[src/rtl/vxe_axi4mas_reqq.sv]
// +----------------------------------------------------------------------------+
// | Module      : vxe_axi4mas_reqq                                             |
// | Description : Write/read request FIFOs feeding the AXI4 master BIU.        |
// | Revision    : 1.0 - initial release                                        |
// +----------------------------------------------------------------------------+
`default_nettype none

module vxe_axi4mas_reqq_fifo #(
  parameter int WIDTH      = 8,
  parameter int DEPTH_POW2 = 2
) (
  input  logic             clk,
  input  logic             rst,
  input  logic             push_valid_i,
  output logic             push_ready_o,
  input  logic [WIDTH-1:0] push_data_i,
  input  logic             pop_i,
  output logic [WIDTH-1:0] head_data_o,
  output logic             head_valid_o,
  output logic             empty_o,
  output logic             uflow_o
);

  localparam int unsigned          c_DEPTH    = 1 << DEPTH_POW2;
  localparam logic [DEPTH_POW2:0]  c_FULL_CNT = {1'b1, {DEPTH_POW2{1'b0}}};
  localparam logic [DEPTH_POW2:0]  c_CNT_ONE  = (DEPTH_POW2 + 1)'(1);
  localparam logic [DEPTH_POW2-1:0] c_PTR_ONE = DEPTH_POW2'(1);

  logic [WIDTH-1:0]      mem_q [c_DEPTH];
  logic [DEPTH_POW2-1:0] rptr_q, rptr_d;
  logic [DEPTH_POW2-1:0] wptr_q, wptr_d;
  logic [DEPTH_POW2:0]   cnt_q, cnt_d;
  logic                  w_full;
  logic                  w_empty;
  logic                  w_push;
  logic                  w_pop;

  assign w_full  = (cnt_q == c_FULL_CNT);
  assign w_empty = (cnt_q == '0);

  // Ready comes only from the registered count, so a same-cycle pop never frees a slot.
  assign push_ready_o = !w_full && !rst;
  assign w_push       = push_valid_i && push_ready_o;
  assign w_pop        = pop_i && !w_empty;
  assign uflow_o      = pop_i && w_empty;

  // The BIU pops one cycle after sampling; masking avoids a duplicate issue.
  assign head_valid_o = !w_empty && !pop_i;
  assign head_data_o  = mem_q[rptr_q];
  assign empty_o      = w_empty;

  always_comb begin
    rptr_d = rptr_q;
    wptr_d = wptr_q;
    cnt_d  = cnt_q;
    if (w_push) begin
      wptr_d = wptr_q + c_PTR_ONE;
    end
    if (w_pop) begin
      rptr_d = rptr_q + c_PTR_ONE;
    end
    case ({w_push, w_pop})
      2'b10:   cnt_d = cnt_q + c_CNT_ONE;
      2'b01:   cnt_d = cnt_q - c_CNT_ONE;
      default: cnt_d = cnt_q;
    endcase
  end

  always_ff @(posedge clk) begin
    if (rst) begin
      rptr_q <= '0;
      wptr_q <= '0;
      cnt_q  <= '0;
      for (int i = 0; i < int'(c_DEPTH); i++) begin
        mem_q[i] <= '0;
      end
    end else begin
      rptr_q <= rptr_d;
      wptr_q <= wptr_d;
      cnt_q  <= cnt_d;
      if (w_push) begin
        mem_q[wptr_q] <= push_data_i;
      end
    end
  end

endmodule

module vxe_axi4mas_reqq #(
  parameter int ADDR_WIDTH    = 32,
  parameter int DATA_WIDTH    = 32,
  parameter int CID_WIDTH     = 8,
  parameter int WQ_DEPTH_POW2 = 2,
  parameter int RQ_DEPTH_POW2 = 2
) (
  input  logic                    clk,
  input  logic                    rst,
  input  logic [CID_WIDTH-1:0]    wr_cid,
  input  logic [ADDR_WIDTH-1:0]   wr_addr,
  input  logic [DATA_WIDTH-1:0]   wr_data,
  input  logic [DATA_WIDTH/8-1:0] wr_strb,
  input  logic                    wr_valid,
  output logic                    wr_ready,
  input  logic [CID_WIDTH-1:0]    rd_cid,
  input  logic [ADDR_WIDTH-1:0]   rd_addr,
  input  logic                    rd_valid,
  output logic                    rd_ready,
  output logic [CID_WIDTH-1:0]    biu_awcid,
  output logic [ADDR_WIDTH-1:0]   biu_awaddr,
  output logic [DATA_WIDTH-1:0]   biu_awdata,
  output logic [DATA_WIDTH/8-1:0] biu_awstrb,
  output logic                    biu_awvalid,
  input  logic                    biu_awpop,
  output logic [CID_WIDTH-1:0]    biu_arcid,
  output logic [ADDR_WIDTH-1:0]   biu_araddr,
  output logic                    biu_arvalid,
  input  logic                    biu_arpop,
  output logic                    wq_empty,
  output logic                    rq_empty,
  output logic                    err_uflow
);

  localparam int c_STRB_W = DATA_WIDTH / 8;
  localparam int c_WQ_W   = CID_WIDTH + ADDR_WIDTH + DATA_WIDTH + c_STRB_W;
  localparam int c_RQ_W   = CID_WIDTH + ADDR_WIDTH;

  logic [c_WQ_W-1:0] w_wq_in;
  logic [c_WQ_W-1:0] w_wq_head;
  logic [c_RQ_W-1:0] w_rq_in;
  logic [c_RQ_W-1:0] w_rq_head;
  logic              w_wq_uflow;
  logic              w_rq_uflow;
  logic              err_uflow_q, err_uflow_d;

  assign w_wq_in = {wr_cid, wr_addr, wr_data, wr_strb};
  assign w_rq_in = {rd_cid, rd_addr};

  vxe_axi4mas_reqq_fifo #(
    .WIDTH      (c_WQ_W),
    .DEPTH_POW2 (WQ_DEPTH_POW2)
  ) u_wq (
    .clk          (clk),
    .rst          (rst),
    .push_valid_i (wr_valid),
    .push_ready_o (wr_ready),
    .push_data_i  (w_wq_in),
    .pop_i        (biu_awpop),
    .head_data_o  (w_wq_head),
    .head_valid_o (biu_awvalid),
    .empty_o      (wq_empty),
    .uflow_o      (w_wq_uflow)
  );

  vxe_axi4mas_reqq_fifo #(
    .WIDTH      (c_RQ_W),
    .DEPTH_POW2 (RQ_DEPTH_POW2)
  ) u_rq (
    .clk          (clk),
    .rst          (rst),
    .push_valid_i (rd_valid),
    .push_ready_o (rd_ready),
    .push_data_i  (w_rq_in),
    .pop_i        (biu_arpop),
    .head_data_o  (w_rq_head),
    .head_valid_o (biu_arvalid),
    .empty_o      (rq_empty),
    .uflow_o      (w_rq_uflow)
  );

  assign {biu_awcid, biu_awaddr, biu_awdata, biu_awstrb} = w_wq_head;
  assign {biu_arcid, biu_araddr}                         = w_rq_head;

  assign err_uflow_d = err_uflow_q || w_wq_uflow || w_rq_uflow;
  assign err_uflow   = err_uflow_q;

  always_ff @(posedge clk) begin
    if (rst) begin
      err_uflow_q <= 1'b0;
    end else begin
      err_uflow_q <= err_uflow_d;
    end
  end

endmodule

`default_nettype wire
[config.mk]
export PLATFORM = sky130hd
export DESIGN_NAME = vxe_axi4mas_reqq
export DESIGN_NICKNAME = d
export VERILOG_FILES = /design/src/rtl/vxe_axi4mas_reqq.sv
export SDC_FILE = /design/constraint.sdc
export NUM_CORES = 1
export LEC_CHECK = 0
export ABC_AREA = 1
export BUFFER_PORTS_ARGS = -buffer_cell sky130_fd_sc_hd__buf_2
export CAP_MARGIN = 20
export CELL_PAD_IN_SITES_DETAIL_PLACEMENT = 1
export CELL_PAD_IN_SITES_GLOBAL_PLACEMENT = 2
export CORE_MARGIN = 1.5
export CORE_UTILIZATION = 27
export CTS_CLUSTER_DIAMETER = 200
export DETAILED_ROUTE_END_ITERATION = 10
export HOLD_SLACK_MARGIN = 0.06
export PLACE_DENSITY = 0.67
export SETUP_SLACK_MARGIN = 0.3
export SLEW_MARGIN = 10
export SYNTH_ARGS = -nofsm -noshare
export SYNTH_HDL_FRONTEND = slang
export SYNTH_SLANG_ARGS = --single-unit
export TNS_END_PERCENT = 10
[constraint.sdc]
create_clock -name clk -period 16.85 [get_ports clk]
set_input_delay 0.8425 -clock clk [delete_from_list [all_inputs] [get_ports clk]]
set_output_delay 0.8425 -clock clk [all_outputs]
set_load 0.02 [all_outputs]
==> results.json <==
{
  "n_fill_cell": 8572,
  "core_sq_um": 76100,
  "grt_pass1_wl_mm": 95.4,
  "cts_tree": "built",
  "status": "complete, no violations",
  "grt_overflow": 0,
  "switchingPower_mw": 1.27,
  "ant_nets": 0,
  "hpwl_mm": 35.0,
  "synth_seq_cells": 483,
  "synthToLayoutAreaGrowth_pct": 19.6,
  "io_buffers": 244,
  "drt_iter0_drc": 695,
  "internal-power_mw": 2.43,
  "postSynthCellCount": 1967,
  "hp-start": "u_wq.rptr_q[1]",
  "critPathArrivalTime_ps": 3530,
  "place.gp.congestion": 0.728,
  "ff2ff_path_depth": 7,
  "synth.distinct_cells": 29,
  "clock_latency_ps": 610,
  "initial_core_util_pct": 27.3,
  "sw_frac_of_total_pct": 34.3,
  "drv_slew": 0,
  "grt_max_degree": 97,
  "hold_viol_final": 0,
  "row_count": 101,
  "cts_sinks": 483,
  "vdd_drop_max_v": 0.0000812,
  "r2r_end": "u_rq.mem_q[0][11]",
  "max_cap_violations": 0,
  "crit_required_ps": 16010,
  "routed_via_density": 4.59,
  "fin_util_pct": 32.7,
  "rr_startpoint": "u_rq.cnt_q[1]",
  "cts_buffer_depth": 3,
  "grt_pass1_vias": 16000,
  "num-nets-final": 2294,
  "post-route-min-period_ps": 4370,
  "slew_headroom_pct": 30.7,
  "die_w_um": 280,
  "powerDensity_nw_per_um2": 149,
  "cts_hold_buf": 0,
  "post_cts_buffers": 0,
  "cts-root-buf": "clkbuf_16",
  "critical_path_class": "flip-flop to output pin",
  "path_max_fanout": 96,
  "wire_per_inst_um": 19.5,
  "pwr-share-seq_pct": 40.7,
  "power_frac_comb_pct": 26.2,
  "hold_depth": 2,
  "die_h_um": 280,
  "synth_nets": 2093,
  "p_leak_nw": 9.79,
  "rsz0062_at_grt": "no",
  "yosysSeqAreaShare_pct": 68.9,
  "antenna_found_initial": 12,
  "routed_wl_mm": 63.2,
  "path_clk_slew_ps": 60,
  "r2r_slack_ps": 13510,
  "htreeDepth": 2,
  "cp-end-kind": "output pin",
  "vias": 14900,
  "max_freq_ghz": 0.229,
  "syn-cell-area_sq_um": 20800,
  "dieArea_sq_um": 78600,
  "cts_buffers": 58,
  "finalPower_mw": 3.70,
  "grt.total_usage_pct": 15.9,
  "pwr-share-clk_pct": 33.1,
  "drtPass1Iterations": 5,
  "holdWs_ps": 503,
  "period_share_pct": 25.9,
  "setup_violations": 0,
  "hp-class": "flip-flop to flip-flop",
  "tns_ps": 0,
  "synth-warning-count": 0,
  "syn_area_per_cell_sq_um": 10.6,
  "cts_resized": 0,
  "ios": 245,
  "drc_errors": 0,
  "skew_ps": 23.4,
  "worst_pin_slew_ps": 1040,
  "drive_above_1_share_pct": 18.2,
  "crit_path_start_kind": "flip-flop"
}
## per-stage QoR
step | area, sq um | cells | setup WS (ps)
floorplan | 20800 | 1967 | 9500
global placement | 23000 | 3136 | 12180
detailed placement | 23000 | 3136 | 12030
CTS | 24800 | 3242 | 12340
global route | 24800 | 3244 | 12130
finish | 24800 | 3246 | 12480
## state kept, by name, summed over array words and instances (netlist names), named ones only
name,cells
u_wq.mem_q,304
u_rq.mem_q,160
u_rq.cnt_q,3
u_wq.cnt_q,3
u_rq.rptr_q,2
u_rq.wptr_q,2
u_wq.rptr_q,2
u_wq.wptr_q,2
err_uflow,1
## placed cells by master, fill, tap and decap left out, drive strengths merged
master,netlist,layout
a21oi,16,16
nor2,712,712
buf,46,267
diode,0,2
bufinv,0,5
nand2,41,41
o21ai,238,238
nand3,3,3
edfxtp,464,464
fa,2,2
nand3b,1,1
or2,3,3
ha,2,2
dfxtp,19,19
clkinv,2,24
inv,215,219
clkinvlp,0,1
o22ai,116,116
nand4,5,5
xor2,2,2
clkbuf,80,74
## cells by family (layout without fill, tap and decap cells)
family          after synthesis  in the layout  share of synthesized area (%)
other cells                   0              2                              0
flops                       483            483                           68.9
compound gates              370            370                           9.64
buf+inv                     343            590                           6.61
simple gates                765            765                           14.4
xor+xnor                      2              2                         0.0844
fa+ha+maj                     4              4                          0.313
## per-layer routing
layer | GRT usage, % | share of wire, % | wire length [um]
met1 | 19.6 | 43 | 27000
met2 | 28.0 | 50 | 31400
met3 | 3.84 | 5.6 | 3550
met4 | 3.83 | 1.9 | 1220
met5 | 0 | 0.20 | 125
## power by group through the flow
stage	sequential (mW)	combinational (mW)	clock, mW
after global placement	1.53	0.981	0
final	1.51	0.971	1.22
after CTS	1.51	1.00	1.26
after detailed placement	1.54	0.998	0
after global routing	1.52	1.08	1.30
after floorplan	1.51	0.625	0
## worst max-delay path, stage by stage (launching register included)
cell	delay (ps)
dfxtp_4	580
inv_4	600
buf_4	880
o21ai_0	190
o22ai_1	360
buf_2	240
## cell type report
cell class	instances	area [sq um]	area share (%)
Timing Repair Buffer	267	1420	5.71
Antenna cell	2	5.00	0.0201
Tap cell	1030	1290	5.19
Clock inverter	32	287	1.15
Clock buffer	74	1550	6.25
Sequential cell	483	14300	57.6
Multi-Input combinational cell	1141	5150	20.7
Inverter	217	821	3.30
## cells in the mapped netlist
library cell / number / area (sq um)
buf_1: 1 / 3.75
clkinv_2: 1 / 5.00
buf_6: 4 / 45.0
nand2_2: 1 / 6.26
fa_1: 2 / 40.0
xor2_1: 2 / 17.5
nand4_1: 5 / 31.3
clkinv_1: 1 / 3.75
o22ai_1: 116 / 726
or2_1: 1 / 6.26
inv_1: 214 / 803
or2_2: 2 / 12.5
nor2_1: 682 / 2560
buf_4: 1 / 7.51
a21oi_2: 1 / 8.76
nand2_1: 40 / 150
nand3_4: 1 / 17.5
nor2_2: 30 / 188
ha_1: 2 / 25.0
inv_2: 1 / 3.75
clkbuf_1: 80 / 300
edfxtp_1: 464 / 13900
nand3_2: 1 / 10.0
o21ai_0: 238 / 1190
nand3_1: 1 / 5.00
a21oi_1: 15 / 75.1
dfxtp_1: 19 / 380
buf_2: 40 / 200
nand3b_1: 1 / 7.51
## how the worst max path moves through the flow
stage                          from                end
after floorplan                 rst   u_wq.mem_q[1][0]
after global routing      flip-flop       biu_awcid[7]
after global placement          rst  u_rq.mem_q[0][10]
after CTS                 flip-flop     biu_awdata[21]
final                     flip-flop     biu_awdata[21]
after detailed placement        rst  u_rq.mem_q[0][13]
(Power assumes the default switching activity.)
